<file path="src/rtl/cache_read_ctrl.sv">
// Read-side controller for a direct-mapped cache: tag lookup, miss fill from memory, CPU response.
// Latency: hit -> cpu_ready 2 cycles after accept; miss -> 3+W cycles (W = memory wait cycles).
// Backpressure: one request in flight; cpu_rd only sampled in IDLE (not queued), memory via mem_rd/mem_ready hold.
//
// Ports:
//   i_clk, i_rst_n                 clock (rising edge), asynchronous active-low reset
//   i_cpu_rd, i_cpu_addr           CPU load request and word address
//   o_cpu_data, o_cpu_ready        response data (held) and one-cycle valid pulse
//   o_busy                         high whenever the controller is not idle
//   o_cache_addr                   registered request address to the storage array
//   i_cache_tag/valid/rdata        combinational array read at o_cache_addr index
//   o_cache_write, o_cache_wdata   one-cycle line-fill strobe and fill data
//   o_mem_rd, o_mem_addr           memory read request, held until i_mem_ready sampled
//   i_mem_ready, i_mem_rdata       memory data valid and read data
//   o_hit_count, o_miss_count      saturating statistics counters
module cache_read_ctrl #(
    parameter int ADDR_W  = 15,
    parameter int INDEX_W = 12,
    parameter int DATA_W  = 32,
    parameter int CNT_W   = 16
) (
    input  logic                        i_clk,
    input  logic                        i_rst_n,
    input  logic                        i_cpu_rd,
    input  logic [ADDR_W-1:0]           i_cpu_addr,
    output logic [DATA_W-1:0]           o_cpu_data,
    output logic                        o_cpu_ready,
    output logic                        o_busy,
    output logic [ADDR_W-1:0]           o_cache_addr,
    input  logic [ADDR_W-INDEX_W-1:0]   i_cache_tag,
    input  logic                        i_cache_valid,
    input  logic [DATA_W-1:0]           i_cache_rdata,
    output logic                        o_cache_write,
    output logic [DATA_W-1:0]           o_cache_wdata,
    output logic                        o_mem_rd,
    output logic [ADDR_W-1:0]           o_mem_addr,
    input  logic                        i_mem_ready,
    input  logic [DATA_W-1:0]           i_mem_rdata,
    output logic [CNT_W-1:0]            o_hit_count,
    output logic [CNT_W-1:0]            o_miss_count
);

    localparam int TAG_W = ADDR_W - INDEX_W;

    typedef enum logic [2:0] {
        IDLE     = 3'd0,
        LOOKUP   = 3'd1,
        MEM_WAIT = 3'd2,
        FILL     = 3'd3,
        RESP     = 3'd4
    } state_t;

    state_t              r_state;
    logic [ADDR_W-1:0]   r_req_addr;
    logic [DATA_W-1:0]   r_cpu_data;
    logic                r_cpu_ready;
    logic                r_busy;
    logic                r_cache_write;
    logic [DATA_W-1:0]   r_cache_wdata;
    logic                r_mem_rd;
    logic [CNT_W-1:0]    r_hit_count;
    logic [CNT_W-1:0]    r_miss_count;

    logic [TAG_W-1:0]    w_req_tag;
    logic                w_hit;

    assign w_req_tag = r_req_addr[ADDR_W-1:INDEX_W];
    // Array read is combinational from o_cache_addr, so the lookup result is ready in LOOKUP.
    assign w_hit     = i_cache_valid && (i_cache_tag == w_req_tag);

    always_ff @(posedge i_clk or negedge i_rst_n) begin
        if (!i_rst_n) begin
            r_state       <= IDLE;
            r_req_addr    <= '0;
            r_cpu_data    <= '0;
            r_cpu_ready   <= 1'b0;
            r_busy        <= 1'b0;
            r_cache_write <= 1'b0;
            r_cache_wdata <= '0;
            r_mem_rd      <= 1'b0;
            r_hit_count   <= '0;
            r_miss_count  <= '0;
        end else begin
            case (r_state)
                IDLE: begin
                    if (i_cpu_rd) begin
                        r_req_addr <= i_cpu_addr;
                        r_busy     <= 1'b1;
                        r_state    <= LOOKUP;
                    end
                end
                LOOKUP: begin
                    if (w_hit) begin
                        r_cpu_data  <= i_cache_rdata;
                        r_cpu_ready <= 1'b1;
                        if (r_hit_count != '1) begin
                            r_hit_count <= r_hit_count + CNT_W'(1);
                        end
                        r_state     <= RESP;
                    end else begin
                        r_mem_rd <= 1'b1;
                        if (r_miss_count != '1) begin
                            r_miss_count <= r_miss_count + CNT_W'(1);
                        end
                        r_state  <= MEM_WAIT;
                    end
                end
                MEM_WAIT: begin
                    // mem_rd stays high until the edge that samples mem_ready.
                    if (i_mem_ready) begin
                        r_cpu_data    <= i_mem_rdata;
                        r_cache_wdata <= i_mem_rdata;
                        r_mem_rd      <= 1'b0;
                        r_cache_write <= 1'b1;
                        r_state       <= FILL;
                    end
                end
                FILL: begin
                    r_cache_write <= 1'b0;
                    r_cpu_ready   <= 1'b1;
                    r_state       <= RESP;
                end
                RESP: begin
                    r_cpu_ready <= 1'b0;
                    r_busy      <= 1'b0;
                    r_state     <= IDLE;
                end
                default: begin
                    r_cpu_ready   <= 1'b0;
                    r_busy        <= 1'b0;
                    r_cache_write <= 1'b0;
                    r_mem_rd      <= 1'b0;
                    r_state       <= IDLE;
                end
            endcase
        end
    end

    assign o_cpu_data    = r_cpu_data;
    assign o_cpu_ready   = r_cpu_ready;
    assign o_busy        = r_busy;
    assign o_cache_addr  = r_req_addr;
    assign o_cache_write = r_cache_write;
    assign o_cache_wdata = r_cache_wdata;
    assign o_mem_rd      = r_mem_rd;
    assign o_mem_addr    = r_req_addr;
    assign o_hit_count   = r_hit_count;
    assign o_miss_count  = r_miss_count;

endmodule

</file>
<file path="config.mk">
export PLATFORM = sky130hd
export DESIGN_NAME = cache_read_ctrl
export DESIGN_NICKNAME = d
export VERILOG_FILES = /design/src/rtl/cache_read_ctrl.sv
export SDC_FILE = /design/constraint.sdc
export NUM_CORES = 1
export LEC_CHECK = 0
export CAP_MARGIN = 10
export CORE_ASPECT_RATIO = 0.75
export CORE_MARGIN = 2
export CORE_UTILIZATION = 45
export CTS_CLUSTER_DIAMETER = 120
export DETAILED_ROUTE_END_ITERATION = 10
export PLACE_DENSITY = 0.82
export SLEW_MARGIN = 10
export SYNTH_ARGS = -nofsm -noshare
export SYNTH_HDL_FRONTEND = slang
export SYNTH_SLANG_ARGS = --single-unit
</file>
<file path="constraint.sdc">
create_clock -name i_clk -period 5.8 [get_ports i_clk]
set_clock_uncertainty 0.2 [all_clocks]
set_input_delay 1.16 -clock i_clk [delete_from_list [all_inputs] [get_ports i_clk]]
set_output_delay 1.16 -clock i_clk [all_outputs]
set_load 0.02 [all_outputs]
</file>
==> results.py, run 1 <==
metrics = {
    "worst_setup_path": {
        "crit_chain": "clkdlybuf4s50_1",
        "slowest_delay_ns": 0.69,
        "critPathKind": "register to output pin",
        "path_delay_family": "buffers and inverters",
        "cp-startpoint": "o_hit_count[3]",
        "r2r_start": "r_state[2]",
        "cp-start-kind": "register",
        "crit_path_end_kind": "output pin",
        "cp_max_fo": 9,
        "cp_slowest_cell": "clkdlybuf4s50_1",
        "cp_num_buf_inv": 1,
        "cp_data_required_time_ns": 4.44,
        "critPathArrivalTime_ns": 1.63,
    },
    "placed_design": {
        "numPortBuffers": 216,
        "hpwl_mm": 10.1,
        "dp.cells": 758,
        "gp_congestion": 0.851,
    },
    "clocking": {
        "cts_resized": 0,
        "cts_hold_buf": 0,
        "clock-sinks": 118,
        "numCtsBuffers": 17,
        "clock_latency_ns": 0.40,
        "cts_setup_buffers": 0,
        "cts_root_buf": "clkbuf_16",
        "cts_max_level": 4,
        "path_clk_slew_ns": 0.05,
        "cts_buffer_depth": 2,
        "cts_tree": "yes",
    },
    "global_routing": {
        "antenna_found_initial": 0,
        "grt_pass1_wl_mm": 21.8,
        "grt_pass1_vias": 4228,
        "grt_max_degree": 65,
        "grt.total_usage_pct": 22.8,
        "overflow": 0,
    },
    "yosys": {
        "synthTopCellsByArea": "dfrtp_1 57%, mux2_2 10%, mux2i_1 6.1%, nand2_1 3.2%, o21ai_0 3.2%",
        "synth-seq-area-share_pct": 56.6,
        "synth_cell_types": 46,
        "synth_flop_cell": "dfrtp_1",
        "avgSynthCellArea_um2": 12.1,
        "syn_nets": 519,
        "ys_ff_latch": 118,
        "synthesis.area_mm2": 0.00522,
        "synth-edff-count": 0,
        "synth_top_area_cell": "dfrtp_1",
        "synth_cells": 430,
        "async_flop_share_pct": 100,
        "yosysWarnings": 0,
        "synth_top_area_share_pct": 56.6,
    },
    "timing": {
        "setup_violations": 0,
        "relSlewSlack_pct": 22.6,
        "final-hold-violation-count": 0,
        "fin_crit_ns": 2.99,
        "rsz0062_at_grt": "false",
        "fmax_ghz": 0.335,
        "fin_crit_sh_pct": 51.5,
        "finalSetupTns_ns": 0,
        "tightestPinTransition_ns": 1.15,
        "slew_viol_final": 0,
    },
    "worst_hold_path": {
        "hold_start": "o_cpu_data[10]",
        "hp-class": "register to register",
    },
    "route": {
        "dr.pass1.iters": 4,
        "drc": 0,
        "wl_mm": 13.9,
        "vias_per_cell": 5.13,
        "via_count": 4057,
        "drtIter0Drc": 223,
        "antenna_left": 0,
        "wl_per_cell_um": 17.6,
    },
    "die": {
        "ios": 217,
        "core_mm2": 0.0114,
        "dieArea_mm2": 0.0125,
        "die_h_um": 97.2,
        "rows": 34,
        "die-width_um": 128,
        "initial_core_util_pct": 45.6,
    },
    "outcome": {
        "outcome": "completed",
    },
    "final_layout": {
        "fillers": 801,
        "area_growth_pct": 53.4,
        "num_antenna_cells": 0,
        "nets": 723,
        "final_cell_mix": "215 x clkdlybuf4s50_1, 118 x dfrtp_1, 48 x mux2_2",
        "regArea_mm2": 0.00295,
        "multiInputGateArea_mm2": 0.00203,
        "drive_gt1_share_pct": 14.8,
        "layoutNonFillerInstCount": 791,
        "final_common_cell": "clkdlybuf4s50_1",
    },
    "power": {
        "leakage_nw": 3.40,
        "ir_worst_vdd_mv": 0.332,
        "power.density_cell_area_mw_per_mm2": 556,
    },
    "job": {
        "drv_cap": 0,
    },
}
-- registers in the layout, indices dropped and copies added, names as in the netlist --
| signal | count |
|---|---|
| o_cache_write | 1 |
| o_hit_count | 16 |
| r_state | 3 |
| o_cache_addr | 15 |
| o_busy | 1 |
| o_cpu_data | 32 |
| o_cache_wdata | 32 |
| o_mem_rd | 1 |
| o_cpu_ready | 1 |
| o_miss_count | 16 |
-- kinds of logic (layout without fill, tap and decap cells) --
family          Yosys count  in the layout  share of synthesized area [%]
compound gates           46             46                           5.23
simple gates            111            111                           11.1
fa+ha+maj                 2              2                          0.480
xor+xnor                 31             31                           5.21
flops                   118            118                           56.6
buf+inv                  41            258                           4.63
mux                      81             81                           16.7
-- synthesized netlist by cell type, types with 2 or more instances --
library cell	number
mux2_2	48
nor2_1	17
nand4_1	9
nor2b_1	4
inv_1	7
and3_1	2
buf_4	16
o21ai_0	33
buf_2	10
nor3_1	3
nand2_1	44
mux2i_1	32
nand2b_1	2
nor4_1	2
nor3b_1	3
dfrtp_1	118
a21oi_1	4
clkbuf_1	6
nor3_2	2
nand3_1	11
buf_6	2
xor2_1	18
ha_1	2
xnor2_1	13
-- final cells by class --
cell class,instances,area share (%)
inverters,7,0.328
flip-flops and latches,118,36.9
multi-input cells,271,25.4
well taps,144,2.25
clock buffers,25,6.57
repair buffers,219,27.4
clock inverters,7,1.13
-- per-layer routing --
| layer | track usage [%] | part of all wire, % | up-vias |
|---|---|---|---|
| met5 | 0 | 0 | - |
| met4 | 6.68 | 1.4 | 0 |
| met3 | 9.69 | 10 | 21 |
| met2 | 38.5 | 48 | 183 |
| met1 | 26.3 | 40 | 1960 |
| li1 | - | - | 1893 |
-- worst paths after layout --
kind,end,slack (ns),cells after the start
max reg2reg,o_cpu_data[11],3.48,4
min,o_cpu_data[10],0.27,2
max,o_hit_count[3],2.81,1
min in group asynchronous,o_cache_wdata[28],0.64,1
max in group asynchronous,o_hit_count[15],3.51,2
min reg2reg,o_cpu_data[10],0.27,2
-- where the power goes --
group	internal, mW	leakage, nW	switching, mW
combinational	1.00	1.64	1.01
clock	0.710	0.301	0.350
sequential	1.15	1.46	0.228
total	2.86	3.40	1.59
-- through the flow --
step	setup WS [ns]	hold WS, ns	cell area [µm²]	util, %	total power, mW
global placement	2.12	0.261	7370	64.4	3.33
global route	2.71	0.314	8000	69.9	4.68
floorplan	3.07	0.364	5220	-	2.49
detailed placement	2.01	0.269	7370	64.4	3.40
finish	2.81	0.274	8000	69.9	4.45
CTS	2.40	0.280	7980	69.8	4.49
No activity file was read; power rests on OpenSTA's default activity.
==> inputs of run 2 (changes only) <==
--- a/config.mk
+++ b/config.mk
@@ -8,10 +8,10 @@
 export CAP_MARGIN = 10
 export CORE_ASPECT_RATIO = 0.75
 export CORE_MARGIN = 2
-export CORE_UTILIZATION = 45
+export CORE_UTILIZATION = 43
 export CTS_CLUSTER_DIAMETER = 120
 export DETAILED_ROUTE_END_ITERATION = 10
-export PLACE_DENSITY = 0.82
+export PLACE_DENSITY = 0.78
 export SLEW_MARGIN = 10
 export SYNTH_ARGS = -nofsm -noshare
 export SYNTH_HDL_FRONTEND = slang
==> constraint.sdc (replaced) <==
create_clock -name i_clk -period 2.9 [get_ports i_clk]
set_clock_uncertainty 0.2 [all_clocks]
set_input_delay 0.58 -clock i_clk [delete_from_list [all_inputs] [get_ports i_clk]]
set_output_delay 0.58 -clock i_clk [all_outputs]
set_load 0.02 [all_outputs]
==> results.py, run 2 (synthesized netlist as in run 1, its figures left out) <==
metrics = {
    "outcome": {
        "outcome": "completed",
    },
    "worst_setup_path": {
        "cp_slowest_cell": "clkdlybuf4s50_1",
        "cp_num_buf_inv": 1,
        "slowest_delay_ns": 0.67,
        "cp_max_fo": 9,
        "crit_chain": "clkdlybuf4s50_1",
        "path_delay_family": "buffers and inverters",
        "critPathArrivalTime_ns": 1.61,
        "cp_data_required_time_ns": 2.12,
        "crit_path_end_kind": "output pin",
        "cp-start-kind": "register",
        "critPathKind": "register to output pin",
    },
    "global_routing": {
        "grt_pass1_vias": 4317,
        "antenna_found_initial": 0,
        "overflow": 0,
        "grt_max_degree": 65,
        "grt_pass1_wl_mm": 21.9,
        "grt.total_usage_pct": 21.4,
    },
    "route": {
        "via_count": 4050,
        "drtIter0Drc": 140,
        "drc": 0,
        "wl_mm": 13.6,
        "vias_per_cell": 4.97,
        "antenna_left": 0,
        "wl_per_cell_um": 16.7,
        "dr.pass1.iters": 4,
    },
    "timing": {
        "fin_crit_ns": 2.39,
        "fmax_ghz": 0.419,
        "slew_viol_final": 0,
        "relSlewSlack_pct": 62.1,
        "fin_crit_sh_pct": 82.2,
        "rsz0062_at_grt": "false",
        "final-hold-violation-count": 0,
        "setup_violations": 0,
        "hold_ws_ns": 0.272,
        "finalSetupTns_ns": 0,
        "tightestPinTransition_ns": 0.568,
    },
    "final_layout": {
        "multiInputGateArea_mm2": 0.00203,
        "final_common_cell": "clkdlybuf4s50_1",
        "area_growth_pct": 56.1,
        "nets": 730,
        "regArea_mm2": 0.00295,
        "num_antenna_cells": 0,
        "fillers": 822,
        "drive_gt1_share_pct": 15.5,
        "final_cell_mix": "215 x clkdlybuf4s50_1, 118 x dfrtp_1, 48 x mux2_2",
    },
    "clocking": {
        "cts_buffer_depth": 2,
        "clock-sinks": 118,
        "cts_setup_buffers": 0,
        "cts_root_buf": "clkbuf_16",
        "clock_latency_ns": 0.41,
        "path_clk_slew_ns": 0.05,
        "numCtsBuffers": 17,
        "cts_max_level": 4,
        "cts_tree": "yes",
    },
    "die": {
        "ios": 217,
        "die-width_um": 131,
        "dieArea_mm2": 0.0130,
        "rows": 34,
        "die_h_um": 99.4,
        "core_mm2": 0.0117,
        "initial_core_util_pct": 44.6,
    },
    "job": {
        "drv_cap": 0,
    },
    "power": {
        "leakage_nw": 3.47,
        "power.density_cell_area_mw_per_mm2": 1120,
        "ir_worst_vdd_mv": 0.701,
    },
    "placed_design": {
        "gp_congestion": 0.775,
        "hpwl_mm": 10.0,
        "numPortBuffers": 216,
    },
    "worst_hold_path": {
        "hp-class": "register to register",
    },
}
-- run 2: cell types whose count changed in the layout (fill, tap and decap cells not counted) --
cell / previous run / this run
buf_12: 1 / 2
clkinv_2: 3 / 2
bufinv_16: 2 / 5
clkinvlp_4: 2 / 1
dlygate4sd3_1: 0 / 1
buf_4: 3 / 8
clkbuf_8: 7 / 5
-- run 2: worst register-to-register path, delay by kind of cell, from the launching register on --
family          cells  cell delay, ns
simple gates        1            0.42
buf+inv             1            0.09
fa+ha+maj           1            0.20
flops               1            0.41
mux                 1            0.37
compound gates      1            0.45
-- run 2: power breakdown --
| group | internal, mW | leakage, nW | switching (mW) |
|---|---|---|---|
| Clock | 1.63 | 0.325 | 0.728 |
| Combinational | 2.03 | 1.68 | 2.01 |
| Sequential | 2.29 | 1.46 | 0.451 |
-- run 2: metal layers --
layer  vias up  wire [µm]  global-route usage [%]
li1       1895          -                       -
met1      1969       5630                    24.9
met2       168       6630                    36.5
met3        18       1190                    8.56
met4         0        173                    7.69
met5         -          0                       0
-- run 2: what timing repair did --
action	CTS	global route
hold buffers	1	0
endpoints found under the hold margin	38	0
resized for setup	0	0
-- run 2: metrics by stage --
stage | area [µm²] | utilization (%) | setup WS [ns] | power, mW | instances
after floorplan | 5220 | - | 0.754 | 4.97 | 430
after global placement | 7470 | 63.8 | 0.235 | 6.71 | 783
after detailed placement | 7470 | 63.8 | 0.218 | 6.83 | 783
after CTS | 8140 | 69.6 | 0.504 | 9.24 | 815
after global routing | 8140 | 69.6 | 0.453 | 9.58 | 815
final | 8140 | 69.6 | 0.515 | 9.14 | 815
-- run 2: final timing paths --
path / from / end / slack, ns / cells past startpoint
worst max-delay path: o_hit_count[3] / o_hit_count[3] / 0.51 / 1
worst min-delay path: o_cpu_data[17] / o_cpu_data[17] / 0.27 / 2
worst max register to register: o_miss_count[0] / o_miss_count[1] / 0.64 / 5
worst min register to register: o_cpu_data[17] / o_cpu_data[17] / 0.27 / 2
max in group asynchronous: i_rst_n / o_miss_count[12] / 1.30 / 3
min in group asynchronous: i_rst_n / o_cpu_data[30] / 0.49 / 2
-- run 2: final cells by class --
cell class	count	share of cell area, %
well taps	162	2.49
repair buffers	226	27.8
multi-input cells	271	25.0
clock buffers	23	6.11
clock inverters	8	2.06
flip-flops and latches	118	36.3
inverters	7	0.323
==> inputs of run 3 (changes only) <==
--- a/config.mk
+++ b/config.mk
@@ -8,10 +8,10 @@
 export CAP_MARGIN = 10
 export CORE_ASPECT_RATIO = 0.75
 export CORE_MARGIN = 2
-export CORE_UTILIZATION = 43
+export CORE_UTILIZATION = 39
 export CTS_CLUSTER_DIAMETER = 120
 export DETAILED_ROUTE_END_ITERATION = 10
-export PLACE_DENSITY = 0.78
+export PLACE_DENSITY = 0.75
 export SLEW_MARGIN = 10
 export SYNTH_ARGS = -nofsm -noshare
 export SYNTH_HDL_FRONTEND = slang
==> constraint.sdc (replaced) <==
create_clock -name i_clk -period 2.15 [get_ports i_clk]
set_clock_uncertainty 0.2 [all_clocks]
set_input_delay 0.43 -clock i_clk [delete_from_list [all_inputs] [get_ports i_clk]]
set_output_delay 0.43 -clock i_clk [all_outputs]
set_load 0.02 [all_outputs]
==> results.py, run 3 (synthesized netlist as in run 1, its figures left out) <==
metrics = {
    "outcome": {
        "outcome": "completed",
    },
    "worst_setup_path": {
        "path_delay_family": "buffers and inverters",
        "ff2ff_setup_slack_ns": 0.04,
        "r2r_start": "o_cache_addr[14]",
        "critPathArrivalTime_ns": 1.49,
        "slowest_delay_ns": 0.64,
        "crit_chain": "clkdlybuf4s50_1",
        "r2r_cells": 8,
        "cp_slowest_cell": "clkdlybuf4s50_1",
        "cp_max_fo": 4,
        "cp-start-kind": "register",
        "cp_data_required_time_ns": 1.52,
        "critPathKind": "register to output pin",
        "reg2reg_to": "o_hit_count[15]",
        "cp_num_buf_inv": 1,
        "crit_path_end_kind": "output pin",
    },
    "power": {
        "ir_worst_vdd_mv": 0.885,
        "p_int_mw": 7.83,
        "pwr-share-seq_pct": 29.7,
        "leakage_nw": 3.76,
        "power.density_cell_area_mw_per_mm2": 1460,
        "power_switching_share_pct": 36.2,
        "pwr-share-clk_pct": 22.3,
        "p_sw_mw": 4.45,
        "p_comb_share_pct": 48.1,
    },
    "worst_hold_path": {
        "hp-class": "register to register",
        "hold_start": "o_cpu_data[22]",
        "worstHoldEndpoint": "o_cpu_data[22]",
        "holdPathStages": 2,
    },
    "die": {
        "ios": 217,
        "initial_core_util_pct": 40.1,
        "die-width_um": 138,
        "rows": 36,
        "die_h_um": 104,
        "dieArea_mm2": 0.0143,
        "core_mm2": 0.0130,
    },
    "timing": {
        "setup_violations": 0,
        "fmax_ghz": 0.471,
        "finalSetupTns_ns": 0,
        "fin_crit_sh_pct": 98.7,
        "layout_setup_ws_ns": 0.0283,
        "final-hold-violation-count": 0,
        "fin_crit_ns": 2.12,
        "relSlewSlack_pct": 70.3,
        "tightestPinTransition_ns": 0.442,
        "slew_viol_final": 0,
    },
    "clocking": {
        "path_clk_slew_ns": 0.05,
        "clock_latency_ns": 0.41,
        "cts_tree": "yes",
        "cts_buffer_depth": 2,
        "numCtsBuffers": 17,
        "cts_root_buf": "clkbuf_16",
        "cts_max_level": 4,
        "clock-sinks": 118,
    },
    "final_layout": {
        "num_antenna_cells": 0,
        "drive_gt1_share_pct": 19.1,
        "area_growth_pct": 60.7,
        "final_common_cell": "clkdlybuf4s50_1",
        "final_cell_mix": "196 x clkdlybuf4s50_1, 118 x dfrtp_1, 47 x mux2_2",
        "layoutNonFillerInstCount": 847,
        "design_area_mm2": 0.00838,
        "nets": 753,
    },
    "global_routing": {
        "antenna_found_initial": 0,
        "grt_pass1_wl_mm": 22.2,
        "grt_pass1_vias": 4377,
        "grt_max_degree": 65,
        "overflow": 0,
        "grt.total_usage_pct": 20.3,
    },
    "placed_design": {
        "dp.cells": 812,
        "gp_congestion": 0.848,
        "hpwl_mm": 10.3,
        "dpl-instance-area_mm2": 0.00769,
        "place_ws_ns": -0.449,
        "numPortBuffers": 216,
    },
    "job": {
        "drv_cap": 0,
    },
    "route": {
        "drtIter0Drc": 183,
        "antenna_left": 0,
        "drc": 0,
        "wl_mm": 14.5,
        "vias_per_cell": 4.94,
        "via_count": 4187,
        "dr.pass1.iters": 4,
        "wl_per_cell_um": 17.2,
    },
}
==> run 3: changes by cell type in the layout (fill, tap and decap cells not counted), moves of 5 or more <==
cell	change
o21ai_0	-10
buf_4	+15
o21ai_1	+10
dlygate4sd2_1	+6
clkdlybuf4s50_1	-19
dlymetal6s2s_1	+13
buf_12	+5
==> run 3: worst max path at each step <==
stage / startpoint / endpoint / slack [ns] / depth (start not counted)
6_report: o_hit_count[13] / o_hit_count[13] / 0.03 / 1
5_1_grt: o_hit_count[13] / o_hit_count[13] / -0.007 / 1
4_1_cts: o_hit_count[8] / o_hit_count[8] / 0.0005 / 2
3_5_place_dp: i_cache_tag[2] / o_cpu_data[27] / -0.45 / 10
3_3_place_gp: i_cache_tag[2] / o_hit_count[1] / -0.43 / 7
2_1_floorplan: o_miss_count[0] / o_miss_count[1] / 0.04 / 6
==> run 3: stage by stage <==
step	utilization, %	hold slack, ns	power, mW
after global routing	64.4	0.306	13.0
final	64.4	0.281	12.3
after CTS	63.6	0.283	12.3
after detailed placement	59.1	0.262	9.51
after global placement	59.1	0.259	9.38
after floorplan	-	-0.0656	6.71
==> run 3: power by group through the flow <==
stage	combinational, mW	clock [mW]	sequential, mW
floorplan	2.08	0	4.63
global placement	5.78	0	3.60
detailed placement	5.85	0	3.66
CTS	5.87	2.79	3.64
global route	6.30	2.90	3.75
finish	5.90	2.73	3.64
==> run 3: routing by layer <==
metal  up-vias  global-route usage, %  wire length [µm]
li1       1946                      -                 -
met1      2013                   23.5              5660
met2       199                   33.5              6990
met3        29                   8.04              1590
met4         0                   7.88               280
met5         -                      0                 0
==> run 3: tightest hold or removal path: stages (launching register included) <==
cell and delay (ns):
dfrtp_1 0.34, nand2_1 0.04, o21ai_0 0.06
==> run 3: timing repair <==
item	4_1_cts	5_1_grt
setup buffers	1	1
endpoints found under the hold margin	118	0
cloned	0	2
hold buffers	1	0
endpoints found under the setup margin	14	55
pin swaps	1	4
resized for setup	6	31
==> run 3: layout make-up <==
class	count	area, µm²
clock buffer	18	439
multi-input combinational	272	2080
sequential	118	2950
clock inverter	13	133
tap	171	214
timing repair buffer	248	2540
inverter	7	26.3
fill	954	4630
